`src/rtl/mips_pc_pkg.sv`:
```
// Shared definitions for the fetch-stage program-counter logic:
// next-PC source encodings and the instruction word width.
package mips_pc_pkg;

    typedef enum logic [1:0] {
        PC_SEQ    = 2'b00,
        PC_BRANCH = 2'b01,
        PC_JUMP   = 2'b10,
        PC_JREG   = 2'b11
    } pc_src_e;

    localparam int INSTR_W = 32;

endpackage

```
`src/rtl/next_pc_unit_if.sv`:
```
// Fetch-control bundle between the decode/branch logic (master) and the
// program-counter unit (slave).
interface next_pc_unit_if #(
    parameter int ADDR_W = 32
);
    logic                     en;
    logic [1:0]               pc_src;
    logic signed [ADDR_W-1:0] sign_imm;
    logic [25:0]              jump_idx;
    logic [ADDR_W-1:0]        reg_target;
    logic                     call;
    logic                     ret;
    logic [ADDR_W-1:0]        pc;
    logic [ADDR_W-1:0]        pc_plus4;
    logic                     ras_empty;
    logic                     ras_ovf;
    logic                     ras_unf;
    logic                     misalign;

    modport master (
        output en, pc_src, sign_imm, jump_idx, reg_target, call, ret,
        input  pc, pc_plus4, ras_empty, ras_ovf, ras_unf, misalign
    );

    modport slave (
        input  en, pc_src, sign_imm, jump_idx, reg_target, call, ret,
        output pc, pc_plus4, ras_empty, ras_ovf, ras_unf, misalign
    );
endinterface

```
`src/rtl/return_addr_stack.sv`:
```
// Circular return-address stack: a full push overwrites the oldest entry,
// an empty pop leaves state alone. ovf/unf are single-cycle event pulses.
module return_addr_stack #(
    parameter int ADDR_W    = 32,
    parameter int RAS_DEPTH = 4
) (
    input  logic              clk,
    input  logic              reset_n,
    input  logic              push,
    input  logic              pop,
    input  logic              stall,
    input  logic [ADDR_W-1:0] push_data,
    output logic [ADDR_W-1:0] top,
    output logic              empty,
    output logic              full,
    output logic              ovf,
    output logic              unf
);
    localparam int PTR_W = (RAS_DEPTH > 1) ? $clog2(RAS_DEPTH) : 1;
    localparam int CNT_W = PTR_W + 1;

    logic [ADDR_W-1:0] mem_q [RAS_DEPTH];
    logic [PTR_W-1:0]  top_ptr_q, top_ptr_d, wr_ptr;
    logic [CNT_W-1:0]  count_q, count_d;
    logic              push_en, pop_en, do_pop, wr_en;

    assign empty = (count_q == '0);
    assign full  = (count_q == CNT_W'(RAS_DEPTH));
    assign top   = mem_q[top_ptr_q];

    always_comb begin
        push_en   = push && !stall;
        pop_en    = pop && !stall;
        do_pop    = pop_en && !empty;
        unf       = pop_en && empty;
        ovf       = push_en && full && !do_pop;
        wr_en     = push_en;
        wr_ptr    = top_ptr_q + PTR_W'(1);
        top_ptr_d = top_ptr_q;
        count_d   = count_q;
        // Pop-then-push replaces the top in place; pointer and count stay put.
        if (do_pop && push_en) begin
            wr_ptr = top_ptr_q;
        end else if (do_pop) begin
            top_ptr_d = top_ptr_q - PTR_W'(1);
            count_d   = count_q - CNT_W'(1);
        end else if (push_en) begin
            top_ptr_d = wr_ptr;
            if (!full) count_d = count_q + CNT_W'(1);
        end
    end

    always_ff @(posedge clk) begin
        if (wr_en) mem_q[wr_ptr] <= push_data;
    end

    always_ff @(posedge clk) begin
        if (!reset_n) begin
            top_ptr_q <= '0;
            count_q   <= '0;
        end else begin
            top_ptr_q <= top_ptr_d;
            count_q   <= count_d;
        end
    end

endmodule

```
`src/rtl/next_pc_unit.sv`:
```
// Fetch program counter: picks the next address from sequential, branch,
// jump, register or return-stack sources and folds it into program space.
module next_pc_unit
    import mips_pc_pkg::*;
#(
    parameter int                  ADDR_W         = 32,
    parameter int                  PROG_ADDR_BITS = 8,
    parameter int                  RAS_DEPTH      = 4,
    parameter logic [ADDR_W-1:0]   RESET_ADDR     = '0
) (
    input  logic          clk,
    input  logic          reset_n,
    next_pc_unit_if.slave bus
);
    localparam logic [ADDR_W-1:0] PC_MASK =
        ADDR_W'((64'd1 << PROG_ADDR_BITS) - 64'd1) & ~ADDR_W'(3);

    function automatic logic [ADDR_W-1:0] condition_addr(input logic [ADDR_W-1:0] a);
        return a & PC_MASK;
    endfunction

    logic [ADDR_W-1:0]        pc_q, pc_d;
    logic                     misalign_q, misalign_d;
    logic                     ras_ovf_q, ras_ovf_d;
    logic                     ras_unf_q, ras_unf_d;
    logic [ADDR_W-1:0]        pc_plus4;
    logic signed [ADDR_W-1:0] branch_off;
    logic [ADDR_W-1:0]        target;
    logic [ADDR_W-1:0]        ras_top;
    logic                     ras_empty, ras_full_unused, ras_ovf_pulse, ras_unf_pulse;

    assign pc_plus4 = pc_q + ADDR_W'(4);

    return_addr_stack #(
        .ADDR_W    (ADDR_W),
        .RAS_DEPTH (RAS_DEPTH)
    ) u_ras (
        .clk       (clk),
        .reset_n   (reset_n),
        .push      (bus.call),
        .pop       (bus.ret),
        .stall     (!bus.en),
        .push_data (pc_plus4),
        .top       (ras_top),
        .empty     (ras_empty),
        .full      (ras_full_unused),
        .ovf       (ras_ovf_pulse),
        .unf       (ras_unf_pulse)
    );

    always_comb begin
        branch_off = bus.sign_imm <<< 2;
        target     = pc_plus4;
        // A return overrides pc_src; an empty stack falls back to pc+4.
        if (bus.ret) begin
            target = ras_empty ? pc_plus4 : ras_top;
        end else begin
            case (pc_src_e'(bus.pc_src))
                PC_SEQ:    target = pc_plus4;
                PC_BRANCH: target = pc_plus4 + $unsigned(branch_off);
                PC_JUMP:   target = {pc_plus4[ADDR_W-1:28], bus.jump_idx, 2'b00};
                PC_JREG:   target = bus.reg_target;
                default:   target = pc_plus4;
            endcase
        end

        pc_d       = bus.en ? condition_addr(target) : pc_q;
        misalign_d = bus.en && (target[1:0] != 2'b00);
        ras_ovf_d  = ras_ovf_q | ras_ovf_pulse;
        ras_unf_d  = ras_unf_q | ras_unf_pulse;
    end

    always_ff @(posedge clk) begin
        if (!reset_n) begin
            pc_q       <= RESET_ADDR;
            misalign_q <= 1'b0;
            ras_ovf_q  <= 1'b0;
            ras_unf_q  <= 1'b0;
        end else begin
            pc_q       <= pc_d;
            misalign_q <= misalign_d;
            ras_ovf_q  <= ras_ovf_d;
            ras_unf_q  <= ras_unf_d;
        end
    end

    assign bus.pc        = pc_q;
    assign bus.pc_plus4  = pc_plus4;
    assign bus.ras_empty = ras_empty;
    assign bus.ras_ovf   = ras_ovf_q;
    assign bus.ras_unf   = ras_unf_q;
    assign bus.misalign  = misalign_q;

endmodule
```
`src/flat_wrapper.sv`:
```
// flat-port wrapper written by rule: the top's interface ports become plain ports
module next_pc_unit_flat import mips_pc_pkg::*;
#(
    parameter int                  ADDR_W         = 32,
    parameter int                  PROG_ADDR_BITS = 8,
    parameter int                  RAS_DEPTH      = 4,
    parameter logic [ADDR_W-1:0]   RESET_ADDR     = '0
)
  (clk, reset_n, bus_en, bus_pc_src, bus_sign_imm, bus_jump_idx, bus_reg_target, bus_call, bus_ret, bus_pc, bus_pc_plus4, bus_ras_empty, bus_ras_ovf, bus_ras_unf, bus_misalign);
  next_pc_unit_if #(.ADDR_W(ADDR_W)) bus_i ();
  input  logic clk;
  input  logic reset_n;
  input wire logic [$bits(bus_i.en)-1:0] bus_en;
  input wire logic [$bits(bus_i.pc_src)-1:0] bus_pc_src;
  input wire logic [$bits(bus_i.sign_imm)-1:0] bus_sign_imm;
  input wire logic [$bits(bus_i.jump_idx)-1:0] bus_jump_idx;
  input wire logic [$bits(bus_i.reg_target)-1:0] bus_reg_target;
  input wire logic [$bits(bus_i.call)-1:0] bus_call;
  input wire logic [$bits(bus_i.ret)-1:0] bus_ret;
  output wire logic [$bits(bus_i.pc)-1:0] bus_pc;
  output wire logic [$bits(bus_i.pc_plus4)-1:0] bus_pc_plus4;
  output wire logic [$bits(bus_i.ras_empty)-1:0] bus_ras_empty;
  output wire logic [$bits(bus_i.ras_ovf)-1:0] bus_ras_ovf;
  output wire logic [$bits(bus_i.ras_unf)-1:0] bus_ras_unf;
  output wire logic [$bits(bus_i.misalign)-1:0] bus_misalign;
  assign bus_i.en = bus_en;
  assign bus_i.pc_src = bus_pc_src;
  assign bus_i.sign_imm = bus_sign_imm;
  assign bus_i.jump_idx = bus_jump_idx;
  assign bus_i.reg_target = bus_reg_target;
  assign bus_i.call = bus_call;
  assign bus_i.ret = bus_ret;
  assign bus_pc = bus_i.pc;
  assign bus_pc_plus4 = bus_i.pc_plus4;
  assign bus_ras_empty = bus_i.ras_empty;
  assign bus_ras_ovf = bus_i.ras_ovf;
  assign bus_ras_unf = bus_i.ras_unf;
  assign bus_misalign = bus_i.misalign;
  next_pc_unit #(.ADDR_W(ADDR_W), .PROG_ADDR_BITS(PROG_ADDR_BITS), .RAS_DEPTH(RAS_DEPTH), .RESET_ADDR(RESET_ADDR)) u_core (.clk(clk), .reset_n(reset_n), .bus(bus_i));
endmodule
```
`config.mk`:
```
export PLATFORM = sky130hd
export DESIGN_NAME = next_pc_unit_flat
export DESIGN_NICKNAME = d
export VERILOG_FILES = /design/src/rtl/mips_pc_pkg.sv /design/src/rtl/next_pc_unit_if.sv /design/src/rtl/return_addr_stack.sv /design/src/rtl/next_pc_unit.sv /design/src/flat_wrapper.sv
export SDC_FILE = /design/constraint.sdc
export NUM_CORES = 1
export LEC_CHECK = 0
export ABC_AREA = 1
export BUFFER_PORTS_ARGS = -buffer_cell sky130_fd_sc_hd__buf_2
export CAP_MARGIN = 20
export CELL_PAD_IN_SITES_DETAIL_PLACEMENT = 0
export CELL_PAD_IN_SITES_GLOBAL_PLACEMENT = 1
export CORE_ASPECT_RATIO = 0.9
export CORE_UTILIZATION = 29
export CTS_CLUSTER_DIAMETER = 80
export CTS_CLUSTER_SIZE = 16
export DETAILED_ROUTE_END_ITERATION = 8
export PLACE_DENSITY_LB_ADDON = 0.1
export SYNTH_ARGS = -nofsm -noshare
export SYNTH_HDL_FRONTEND = slang
export SYNTH_SLANG_ARGS = --single-unit
```
`constraint.sdc`:
```
create_clock -name clk -period 2.53 [get_ports clk]
set_input_delay 0.3795 -clock clk [delete_from_list [all_inputs] [get_ports clk]]
set_output_delay 0.3795 -clock clk [all_outputs]
set_load 0.03 [all_outputs]
```
==> out/results.ini <==
[placed_design]
port_buffers = 43
placed_area_sq_mm = 0.00285
dp_hpwl_mm = 4.93
gp_congestion = 0.815

[critical_path]
cp_common_cell = nand2_1
slowest_delay_ns = 0.36
crit_required_ns = 2.76
start_kind = flop
cp_max_fo = 6
crit_slowest_cell = dfxtp_1
criticalPathCategory = reg -> reg
path_cells = ha_1, a31o_2, nand2_1, inv_2, ha_1, a21oi_1, nand2_1, nor2_2, inv_1, nand2_1, nand3_1, nand2_1, nand2_1, a21oi_1
crit_arrival_ns = 2.46
cp-end-kind = flop

[floorplanning]
start_util = 0.300
coreArea_sq_mm = 0.00865
ios = 165
die_h_um = 91.8
die_area_sq_mm = 0.00934
rows = 32
die_x_um = 102

[routing]
drc = 0
wl_mm = 6.32
drtAntennaViolNets = 0
vias_per_cell = 4.17
vias = 2028
first_pass_iters = 4
drt_iter0_markers = 98
wl_per_cell_um = 13.0

[pwr]
p_per_area_mw_per_mm2 = 650
vdd_ir_drop_max_uv = 283
leakage_uw = 0.00142

[global_routing]
grt_start_max_net_pins = 15
grt_pass1_wl_mm = 9.94
track_usage = 0.143
antenna_found_initial = 0
grt_overflow = 0
first_global_vias = 1953

[cells_and_area]
final_common_cell = conb_1
final_cell_mix = 51 x conb_1, 43 x buf_2, 42 x nand2_1
area_growth_syn_to_layout_pct = 14.0
final_area_sq_mm = 0.00296
drive_above_1_share = 0.207
nNetsFinal = 473
diodes = 0

[timing]
fin_crit_sh = 0.884
setup_viol = 0
hold_viol_final = 0
fmax_mhz = 447
fin_crit_ns = 2.24
finClkSkew_ns = 0.00476
rsz0062_at_grt = false
tns_ns = 0
slew_viol_final = 0

[clock_network]
cts_buffers = 5
cts_sinks = 40
cts_hold_buf = 0
htreeDepth = 2
cts_tree = yes
postCtsSetupRepairBufs = 0
clk_latency_ns = 0.29
clockRootBuffer = clkbuf_8
cts_buffer_depth = 2
cts_resized = 0
path_clk_slew_ns = 0.08

[yosys]
synth_cells = 310
synth_edf_count = 24
ys_seq_area_frac = 0.401
yosys_warnings = 0
ys_types = 35
ys_ff_latch = 40
yosys_most_used_dff = edfxtp_1
syn_area_sq_mm = 0.00260
avgSynthCellArea_sq_um = 8.38
async_flop_share = 0

[run]
maxCapViolCount = 0

[hold_path]
hold_class = in -> reg

[status]
status = completed

[cells by family after synthesis]
group           share of synthesized area
flops                               0.401
buf+inv                             0.206
fa+ha+maj                          0.0539
simple gates                        0.168
xor+xnor                           0.0303
other cells                       0.00144
compound gates                      0.140
[cell type report]
class | count | area (sq um)
clock buffers | 5 | 68.8
clock inverters | 3 | 46.3
fillers | 946 | 5690
inverters | 34 | 133
multi-input cells | 230 | 1220
flip-flops and latches | 40 | 1040
well taps | 119 | 149
repair buffers | 55 | 305
[state kept, by name, summed over array words and instances, names as in the netlist, named ones only]
signal	cells
u_core.bus.ras_ovf	1
u_core.bus.ras_unf	1
u_core.bus.pc	6
u_core.u_ras.count_q	3
u_core.u_ras.mem_q	24
u_core.bus.misalign	1
u_core.u_ras.top_ptr_q	2
[path summary, 6_finish.rpt]
check | from | endpoint | slack (ns) | depth (start not counted)
min | reset_n | u_core.bus.ras_unf | 0.43 | 2
max | u_core.bus.pc[3] | u_core.bus.pc[7] | 0.29 | 14
max reg2reg | u_core.bus.pc[3] | u_core.bus.pc[7] | 0.29 | 14
min reg2reg | u_core.bus.ras_unf | u_core.bus.ras_unf | 0.48 | 1
[metal layers]
layer,global-route usage,up-vias,wire (um)
met5,0,-,0
met4,0.0314,0,25
met3,0.0274,4,265
met2,0.223,52,2830
met1,0.203,931,3200
li1,-,1041,-
[worst max-delay path, delay by kind of cell (launching register included)]
kind	cells	cell delay, ns
simple gates	7	0.57
fa+ha+maj	2	0.56
compound gates	3	0.55
flops	1	0.36
buf+inv	2	0.14
[where the power goes]
group / internal [uW] / switching (uW) / total (uW)
clock: 297 / 235 / 532
combinational: 184 / 432 / 616
sequential: 745 / 30.5 / 776
total: 1230 / 698 / 1920
[cells in the mapped netlist, types with 4 or more instances]
cell type,count,area share
buf_4,51,0.15
o211ai_1,4,0.012
o21ai_0,31,0.060
xnor2_1,7,0.024
edfxtp_1,24,0.28
ha_1,8,0.039
a21oi_1,16,0.031
nand3_1,15,0.029
clkbuf_1,4,0.0058
nor2_1,28,0.040
dfxtp_1,16,0.12
inv_1,32,0.046
nand2_1,42,0.061
[stage by stage]
step                       util  worst slack [ns]  power (uW)  instances  hold slack, ns
after floorplan               -             0.124        1290        360           0.472
after global placement    0.329             0.186        1410        478           0.460
after detailed placement  0.329             0.197        1410        478           0.458
after CTS                 0.342             0.167        1950        486           0.422
after global routing      0.343            0.0207        2050        486           0.436
final                     0.343             0.293        1920        486           0.430
No activity file was read; power rests on OpenSTA's default activity.
